--- src/rtl/voice_pwm_mixer_pkg.sv ---
// Shared constants and helpers for the voice PWM mixer.
// Voice control word layout: bit 15 enables the voice, bits 14:0 hold the half-period in ticks.
package voice_pwm_mixer_pkg;

  localparam int unsigned NUM_VOICES    = 8;
  localparam int unsigned VOICE_EN_BIT  = 15;
  localparam int unsigned HALF_PERIOD_W = 15;
  localparam int unsigned MIX_W         = 4;

  function automatic logic [MIX_W-1:0] popcount(input logic [NUM_VOICES-1:0] v);
    logic [MIX_W-1:0] sum;
    sum = '0;
    for (int unsigned i = 0; i < NUM_VOICES; i++) begin
      sum = sum + MIX_W'(v[i]);
    end
    return sum;
  endfunction

endpackage

--- src/rtl/voice_pwm_mixer_voice_osc.sv ---
// Single square-wave voice: a tick-driven down-counter that toggles the phase at each reload.
// A disabled voice, or one with a zero half-period, is held at counter 0 and phase 0.
module voice_osc
  import voice_pwm_mixer_pkg::*;
(
  input  logic        clk,
  input  logic        rst,
  input  logic        tick,
  input  logic [15:0] ctrl,
  output logic        wave
);

  logic [HALF_PERIOD_W-1:0] cnt_q, cnt_d;
  logic                     phase_q, phase_d;
  logic                     active;

  always_comb begin
    active  = ctrl[VOICE_EN_BIT] && (ctrl[HALF_PERIOD_W-1:0] != '0);
    cnt_d   = cnt_q;
    phase_d = phase_q;
    if (!active) begin
      cnt_d   = '0;
      phase_d = 1'b0;
    end else if (tick) begin
      if (cnt_q == '0) begin
        // Half-period is sampled only here, so edits never cut a half-period short.
        phase_d = ~phase_q;
        cnt_d   = ctrl[HALF_PERIOD_W-1:0] - HALF_PERIOD_W'(1);
      end else begin
        cnt_d = cnt_q - HALF_PERIOD_W'(1);
      end
    end
  end

  always_ff @(posedge clk) begin
    if (rst) begin
      cnt_q   <= '0;
      phase_q <= 1'b0;
    end else begin
      cnt_q   <= cnt_d;
      phase_q <= phase_d;
    end
  end

  assign wave = phase_q;

endmodule

--- src/rtl/voice_pwm_mixer.sv ---
// Eight-voice square-wave generator mixed into a single PWM audio stream.
// A shared prescaler paces the voices; the number of high voices sets the duty of each 8-clk frame.
module voice_pwm_mixer
  import voice_pwm_mixer_pkg::*;
#(
  parameter int unsigned PRESCALE  = 50,
  parameter int unsigned FRAME_LEN = 8
) (
  input  logic                  clk,
  input  logic                  rst,
  input  logic [15:0]           pwm_reg0,
  input  logic [15:0]           pwm_reg1,
  input  logic [15:0]           pwm_reg2,
  input  logic [15:0]           pwm_reg3,
  input  logic [15:0]           pwm_reg4,
  input  logic [15:0]           pwm_reg5,
  input  logic [15:0]           pwm_reg6,
  input  logic [15:0]           pwm_reg7,
  output logic [NUM_VOICES-1:0] voice_out,
  output logic [MIX_W-1:0]      mix_level,
  output logic                  audio_pwm,
  output logic                  tick
);

  localparam int unsigned FrameW  = $clog2(FRAME_LEN);
  localparam logic [15:0] PreLast = 16'(PRESCALE - 1);

  logic [15:0]        presc_q, presc_d;
  logic               tick_q, tick_d;
  logic [FrameW-1:0]  frame_q, frame_d;
  logic [MIX_W-1:0]   mix_q, mix_d;
  logic               audio_q, audio_d;
  logic [15:0]        ctrl [NUM_VOICES];

  assign ctrl[0] = pwm_reg0;
  assign ctrl[1] = pwm_reg1;
  assign ctrl[2] = pwm_reg2;
  assign ctrl[3] = pwm_reg3;
  assign ctrl[4] = pwm_reg4;
  assign ctrl[5] = pwm_reg5;
  assign ctrl[6] = pwm_reg6;
  assign ctrl[7] = pwm_reg7;

  // tick is registered from the next count so it is high exactly while presc_q == PreLast.
  always_comb begin
    presc_d = (presc_q == PreLast) ? '0 : presc_q + 16'd1;
    tick_d  = (presc_d == PreLast);
    frame_d = frame_q + FrameW'(1);
    mix_d   = (frame_q == '0) ? popcount(voice_out) : mix_q;
    audio_d = (MIX_W'(frame_q) < mix_q);
  end

  always_ff @(posedge clk) begin
    if (rst) begin
      presc_q <= '0;
      tick_q  <= 1'b0;
      frame_q <= '0;
      mix_q   <= '0;
      audio_q <= 1'b0;
    end else begin
      presc_q <= presc_d;
      tick_q  <= tick_d;
      frame_q <= frame_d;
      mix_q   <= mix_d;
      audio_q <= audio_d;
    end
  end

  for (genvar i = 0; i < NUM_VOICES; i++) begin : g_voice
    voice_osc u_osc (
      .clk  (clk),
      .rst  (rst),
      .tick (tick_q),
      .ctrl (ctrl[i]),
      .wave (voice_out[i])
    );
  end

  assign tick      = tick_q;
  assign mix_level = mix_q;
  assign audio_pwm = audio_q;

endmodule

--- config.mk ---
export PLATFORM = sky130hd
export DESIGN_NAME = voice_pwm_mixer
export DESIGN_NICKNAME = d
export VERILOG_FILES = /design/src/rtl/voice_pwm_mixer_pkg.sv /design/src/rtl/voice_pwm_mixer_voice_osc.sv /design/src/rtl/voice_pwm_mixer.sv
export SDC_FILE = /design/constraint.sdc
export NUM_CORES = 1
export LEC_CHECK = 0
export ABC_AREA = 1
export BUFFER_PORTS_ARGS = -buffer_cell sky130_fd_sc_hd__buf_2
export CAP_MARGIN = 10
export CORE_ASPECT_RATIO = 1.25
export CORE_UTILIZATION = 45
export CTS_CLUSTER_DIAMETER = 200
export DETAILED_ROUTE_END_ITERATION = 10
export GPL_ROUTABILITY_DRIVEN = 0
export PLACE_DENSITY_LB_ADDON = 0.12
export SLEW_MARGIN = 25
export SYNTH_ARGS = -nofsm -noshare
export SYNTH_HDL_FRONTEND = slang
export SYNTH_HIERARCHICAL = 1
export SYNTH_SLANG_ARGS = --single-unit
--- constraint.sdc ---
create_clock -name clk -period 6.2 [get_ports clk]
set_input_delay 0.93 -clock clk [delete_from_list [all_inputs] [get_ports clk]]
set_output_delay 0.93 -clock clk [all_outputs]
set_load 0.1 [all_outputs]
==> qor.csv, run 1 <==
metric,value,unit
synth-warning-count,6,
worst_skew_pair.late_latency,420,ps
timing.setup.critical_path_class,flip-flop to flip-flop,
met3WireLength,1250,um
cts.htree.levels,4,
cp.arrival,3290,ps
end_kind,flip-flop,
drtIter0Drc,538,
rsz_0062_raised_after_global_routing,false,
synth.top_cell.area_share,25.0,%
synth.largest_area_cell,sky130_fd_sc_hd__dfxtp_1,
hold_violations,0,
achievable-frequency,0.341,GHz
cellPowerDensity,172,nW/um^2
placement.io_buffers,143,
drc,0,
slowest_stage,sky130_fd_sc_hd__fa_1,
relSlewSlack,46.8,%
synth_area_per_cell,6.27,sq um
pin_count,144,
reg2regPathDepth,10,
effective_utilization_at_floorplan,45.8,%
hold_start,frame_q[0],
nets,2230,
postCtsSetupBuffers,0,
grt_pass1_vias,11439,
syn-instance-count,1958,
post_layout_nonfiller_instances,2439,
worst_r2r_startpoint,g_voice[0].u_osc/wave,
regToRegSetupSlack,3270,ps
yosysSeqAreaShare,25.0,%
via_per_inst,5.04,
synth_enable_flop_cells,0,
tightest_slew,798,ps
cap_violations,0,
fillers,2867,
timing.critical_path.required,6550,ps
skew,16.1,ps
ys_top_cells_by_count,"427 x sky130_fd_sc_hd__nand2_1, 319 x sky130_fd_sc_hd__nor2_1, 253 x sky130_fd_sc_hd__inv_1",
detail_route.wl_per_cell,12.9,um
power.ir.vdd_worst,164,uV
layout-area-overhead-vs-synth,11.5,%
net_count_after_synthesis,2109,
cts-buffers-inserted,17,
fp.dieH,187,um
placement.cell_area,13100,sq um
numClockSinks,153,
leak_pwr,6.26,nW
status,"complete, no violations",
die_w,150,um
dp_cells,2405,
postSynth.asyncResetShare,0,%
place_hpwl,24100,um
grt_max_degree,76,
critical_path.startpoint_type,flip-flop,
post_synth_main_area_contributors,"sky130_fd_sc_hd__dfxtp_1 25%, sky130_fd_sc_hd__nand2_1 13%, sky130_fd_sc_hd__nor2_1 9.8%",
slowest_delay,530,ps
sequential_cell_area,3070,sq um
finalHoldWorstSlack,460,ps
cts_hold_repair.buffers,0,
via_count,12302,
critical_path.n_buffers_inverters,3,
final_max_slew_viol_count,0,
totalNegativeSetupSlack,0,ps
multiInputGateArea,7890,sq um
setup_viol,0,
syn_area,12300,sq um
critical-path-top-cell-by-count,sky130_fd_sc_hd__fa_1,
postSynthRegisterBits,153,
synth.distinct_cells,35,
finish.instance_area,13700,sq um
first_pass_iters,7,
yosysMostFrequentCell,sky130_fd_sc_hd__nand2_1,
postRouteAntennaNets,0,
critical_path_peak_fanout,4,
fp_rows,67,
grt_first_pass_wirelength,52900,um
min_delay_path_depth,1,
met2WireLength,15100,um
period_share,47.3,%
cell_by_cell_trace_of_the_critical_path,"fa_1, inv_1, fa_1, fa_1, inv_1, ha_1, inv_1, fa_1, xor2_1, a21oi_1",
route.layer.met1.wl,14400,um
core_area,26800,sq um
hold_path_class,flip-flop to flip-flop,
tmin_final,2930,ps
clock_tree.root_cell,sky130_fd_sc_hd__clkbuf_16,
global_route.overflow_total,0,
drive_above_1_share,18.7,%
crit_family,adder cells,
synth_ff_type,sky130_fd_sc_hd__dfxtp_1,
tritoncts,built,
grt_antenna_before_repair,0,
fp.dieArea,27900,sq um
highest_layer,met4,
clk_path_buf_depth,2,
worstHoldEndpoint,frame_q[0],
reg2reg_to,mix_level[2],
global_route.usage.total,23.0,%
path_clk_slew,70,ps
detail_route.wirelength,31400,um
quantity_of_gates_resized_following_cts,0,
-- state kept, by name, summed over array words and instances (netlist names) --
signal,cells
g_voice.u_osc/cnt_q,120
presc_q,16
g_voice.u_osc/wave,8
mix_level,4
frame_q,3
audio_pwm,1
tick,1
-- stage by stage --
step	worst slack [ps]	utilization, %	total power, mW
after global routing	3120	51.0	2.48
after detailed placement	3260	48.8	1.34
after global placement	3310	48.8	1.34
after CTS	3240	51.0	2.40
after floorplan	2720	-	1.23
final	3270	51.0	2.36
-- worst max-delay path by stage --
stage                   endpoint                  start  cells past startpoint
finish              mix_level[2]  g_voice[0].u_osc/wave                     10
floorplan           mix_level[2]  g_voice[1].u_osc/wave                     10
global route        mix_level[2]  g_voice[0].u_osc/wave                     10
CTS                 mix_level[2]  g_voice[0].u_osc/wave                     10
detailed placement  mix_level[2]  g_voice[0].u_osc/wave                     10
global placement    mix_level[2]  g_voice[0].u_osc/wave                     10
-- layout by cell type, fill, tap and decap left out, types with 24 or more instances in the layout --
cell type / Yosys / routed
sky130_fd_sc_hd__nand2_1: 427 / 427
sky130_fd_sc_hd__inv_1: 253 / 253
sky130_fd_sc_hd__dfxtp_1: 153 / 152
sky130_fd_sc_hd__a21oi_1: 115 / 115
sky130_fd_sc_hd__nand3_1: 147 / 147
sky130_fd_sc_hd__nor2_2: 44 / 44
sky130_fd_sc_hd__nand2_2: 83 / 83
sky130_fd_sc_hd__nand4_1: 27 / 27
sky130_fd_sc_hd__o21ai_0: 77 / 77
sky130_fd_sc_hd__nor4_1: 24 / 24
sky130_fd_sc_hd__nand3b_1: 48 / 48
sky130_fd_sc_hd__nor2_1: 319 / 319
sky130_fd_sc_hd__buf_2: 0 / 143
-- logic make-up after synthesis --
family,Yosys count,share of synthesized area (%)
buffers and inverters,304,10.8
xor gates and xnor gates,17,1.21
DFF,153,25.0
and+or+nand+nor,1211,49.5
adders and majority gates,21,2.39
AOI/OAI and AO/OA,252,11.2
-- layout make-up --
class | instances | share of cell area (%)
diodes | 3 | 0.0548
clock buffers | 21 | 3.45
clock inverters | 10 | 0.850
inverters | 262 | 7.18
multi-input cells | 1501 | 57.6
flip-flops and latches | 153 | 22.4
well taps | 345 | 3.15
repair buffers | 144 | 5.28
-- layer usage --
layer / GRT usage (%) / vias up
met3: 3.30 / 37
met5: 0 / -
met4: 6.84 / 0
met2: 39.4 / 222
li1: - / 6535
met1: 29.6 / 5508
-- report_power, final --
group / internal, mW / total [mW] / switching, mW
Clock: 0.626 / 1.04 / 0.418
Sequential: 0.990 / 0.996 / 0.00596
Combinational: 0.112 / 0.322 / 0.210
Total: 1.73 / 2.36 / 0.633
Note: power is estimated with default switching activity, not from simulation.
==> inputs of run 2 (changes only) <==
==> constraint.sdc (replaced) <==
create_clock -name clk -period 2.4 [get_ports clk]
set_input_delay 0.36 -clock clk [delete_from_list [all_inputs] [get_ports clk]]
set_output_delay 0.36 -clock clk [all_outputs]
set_load 0.1 [all_outputs]
==> run 2 against run 1 <==
- the flow now finishes with violations (setup timing)
- combinational power grew to 2.7 times the previous value
- count of clock-buffer cells in the layout stayed put
- worst hold slack worse by 190 ps
- register-to-register slack worse by 3600 ps
- sequential share of layout area is 0.46 points lower
- clock skew is 8.2 ps lower
- first-iteration DRC count is 28% lower
- critical path depth is 1 lower
- total power grew to 2.6 times the previous value
- critical path type unchanged
- largest cell class unchanged
- highest routed layer unchanged
==> qor.csv, run 2 (same netlist as run 1, synthesis figures left out) <==
metric,value,unit,change
effective_utilization_at_floorplan,45.8,%,unchanged
detail_route.wl_per_cell,12.9,um,about the same
achievable-frequency,0.359,GHz,was 0.341 GHz
status,"finished, violations left",,"was complete, no violations"
clk_path_buf_depth,2,,unchanged
cts.htree.levels,4,,unchanged
drc,0,,unchanged
layout.cells.most_common_list,"427 x sky130_fd_sc_hd__nand2_1, 319 x sky130_fd_sc_hd__nor2_1, 250 x sky130_fd_sc_hd__inv_1",,"was 427 x sky130_fd_sc_hd__nand2_1, 319 x sky130_fd_sc_hd__nor2_1, 253 x sky130_fd_sc_hd__inv_1"
grt_first_pass_wirelength,54400,um,"was 52,900 um"
cts-buffers-inserted,17,,unchanged
cell_by_cell_trace_of_the_critical_path,"fa_1, inv_2, fa_1, fa_1, inv_2, ha_4, inv_2, fa_2, a21oi_1",,"was fa_1, inv_1, fa_1, fa_1, inv_1, ha_1, inv_1, fa_1, xor2_1, a21oi_1"
timing.setup.critical_path_class,flip-flop to flip-flop,,unchanged
final_max_slew_viol_count,0,,unchanged
numClockSinks,153,,unchanged
critical_path.startpoint_type,flip-flop,,unchanged
finalHoldWorstSlack,269,ps,was 460 ps
via_count,12523,,"was 12,302"
via_per_inst,5.05,,was 5.04
drive_above_1_share,20.8,%,was 18.7%
sw_frac_of_total,27.4,%,was 26.8%
clkPwrFrac,44.0,%,was 44.2%
min_delay_path_depth,4,,was 1
final.setup.worst_slack,-383,ps,was 3270 ps
power.ir.vdd_worst,454,uV,was 164 uV
end_kind,flip-flop,,unchanged
worst_skew_pair.late_latency,430,ps,was 420 ps
fp.dieArea,27900,sq um,unchanged
hold_violations,0,,unchanged
slowest_delay,550,ps,was 530 ps
path_clk_slew,60,ps,was 70 ps
nets,2271,,"was 2,230"
hold_path_class,input port to flip-flop,,was flip-flop to flip-flop
grt_pass1_vias,11912,,"was 11,439"
cell_internal_power_dissipation,4.44,mW,was 1.73 mW
layout-area-overhead-vs-synth,14.4,%,was 11.5%
cap_violations,0,,unchanged
clock_tree.root_cell,sky130_fd_sc_hd__clkbuf_16,,unchanged
registers.top_by_ff_count,g_voice.u_osc/cnt_q,,unchanged
grt_antenna_before_repair,0,,unchanged
grt_max_degree,31,,was 76
first_pass_iters,5,,was 7
tmin_final,2780,ps,was 2930 ps
postRouteAntennaNets,0,,unchanged
fp.dieH,187,um,unchanged
tightest_slew,525,ps,was 798 ps
pin_count,144,,unchanged
relSlewSlack,65.0,%,was 46.8%
fillers,2886,,"was 2,867"
core_area,26800,sq um,unchanged
switching_power,1.68,mW,was 0.633 mW
cts_hold_repair.buffers,0,,unchanged
tot_pwr,6.12,mW,was 2.36 mW
layout.cells.most_common,sky130_fd_sc_hd__nand2_1,,unchanged
largest_register_ffs,120,,unchanged
detail_route.wirelength,32000,um,"was 31,400 um"
cellPowerDensity,436,nW/um^2,was 172 nW/um^2
skew,7.96,ps,was 16.1 ps
global_route.usage.total,23.8,%,was 23.0%
placement.io_buffers,143,,unchanged
period_share,116,%,was 47.3%
seq_power_share,42.0,%,was 42.2%
setup_viol,4,,was 0
timing.critical_path.required,2710,ps,was 6550 ps
slowest_stage,sky130_fd_sc_hd__fa_1,,unchanged
critical_path_peak_fanout,2,,was 4
reg2regPathDepth,9,,was 10
fp_rows,67,,unchanged
cp.arrival,3090,ps,was 3290 ps
drtIter0Drc,389,,was 538
violations,setup timing,,
place_hpwl,25200,um,"was 24,100 um"
global_route.overflow_total,0,,unchanged
die_w,150,um,unchanged
rsz_0062_raised_after_global_routing,true,,was false
share_comb_of_total_power,14.0,%,was 13.6%
tritoncts,built,,unchanged
leak_pwr,6.45,nW,was 6.26 nW
run 2: changes by cell type in the layout (fill, tap and decap cells not counted), moves of 2 or more:
cell                      previous run  this run
sky130_fd_sc_hd__buf_4               1        41
sky130_fd_sc_hd__dfxtp_1           152       147
sky130_fd_sc_hd__dfxtp_4             1         4
sky130_fd_sc_hd__inv_1             253       250
sky130_fd_sc_hd__inv_2               9        12
sky130_fd_sc_hd__dfxtp_2             0         2
sky130_fd_sc_hd__diode_2             3         1
run 2: worst paths after layout:
check / start / to / slack (ps)
worst max-delay path: g_voice[1].u_osc/wave / mix_level[1] / -380
worst min-delay path: pwm_reg6[14] / g_voice[6].u_osc/cnt_q[14] / 270
worst min register to register: frame_q[0] / frame_q[0] / 450
worst max register to register: g_voice[1].u_osc/wave / mix_level[1] / -380
run 2: repair_timing:
action,4_1_cts,5_1_grt
gates resized for setup,5,1
endpoints found under the setup margin,4,4
setup buffers,0,0
hold endpoints to repair,0,0
pin swaps,7,5
gates cloned,0,0
run 2: metal layers:
layer  wire length (um)  track usage, %  share of wire, %
met5                  0               0                 0
met4                694            8.16               2.2
met3               1320            4.03               4.1
met2              15900            42.7                50
met1              14100            28.1                44
run 2: stage by stage:
step,area (sq um),worst slack (ps),instances,util (%),TNS [ps]
floorplan,12300,-499,1958,-,-1190
global placement,13400,-439,2446,50.1,-912
detailed placement,13400,-520,2446,50.1,-1180
CTS,14000,-470,2478,52.3,-1220
global route,14000,-503,2478,52.3,-1190
finish,14000,-383,2479,52.3,-792
run 2: area by class of cell:
cell class / count / area (sq um) / share of cell area [%]
clock buffers: 21 / 460 / 3.28
repair buffers: 185 / 1040 / 7.43
clock inverters: 11 / 121 / 0.864
multi-input cells: 1501 / 7920 / 56.4
well taps: 345 / 432 / 3.07
diodes: 1 / 2.50 / 0.0178
inverters: 262 / 983 / 7.00
flip-flops and latches: 153 / 3080 / 21.9
run 2: power groups by stage:
stage	Clock (mW)	Combinational (mW)	Sequential [mW]
floorplan	0	0.487	2.70
global placement	0	0.849	2.63
detailed placement	0	0.851	2.63
CTS	2.78	0.858	2.57
global route	2.88	0.955	2.57
finish	2.69	0.858	2.57
run 2: worst max-delay path: cells and delay by family, from the launching register on:
family / cells / cell delay (ps)
compound gates: 1 / 50
flops: 1 / 350
fa+ha+maj: 5 / 2110
buf+inv: 3 / 150
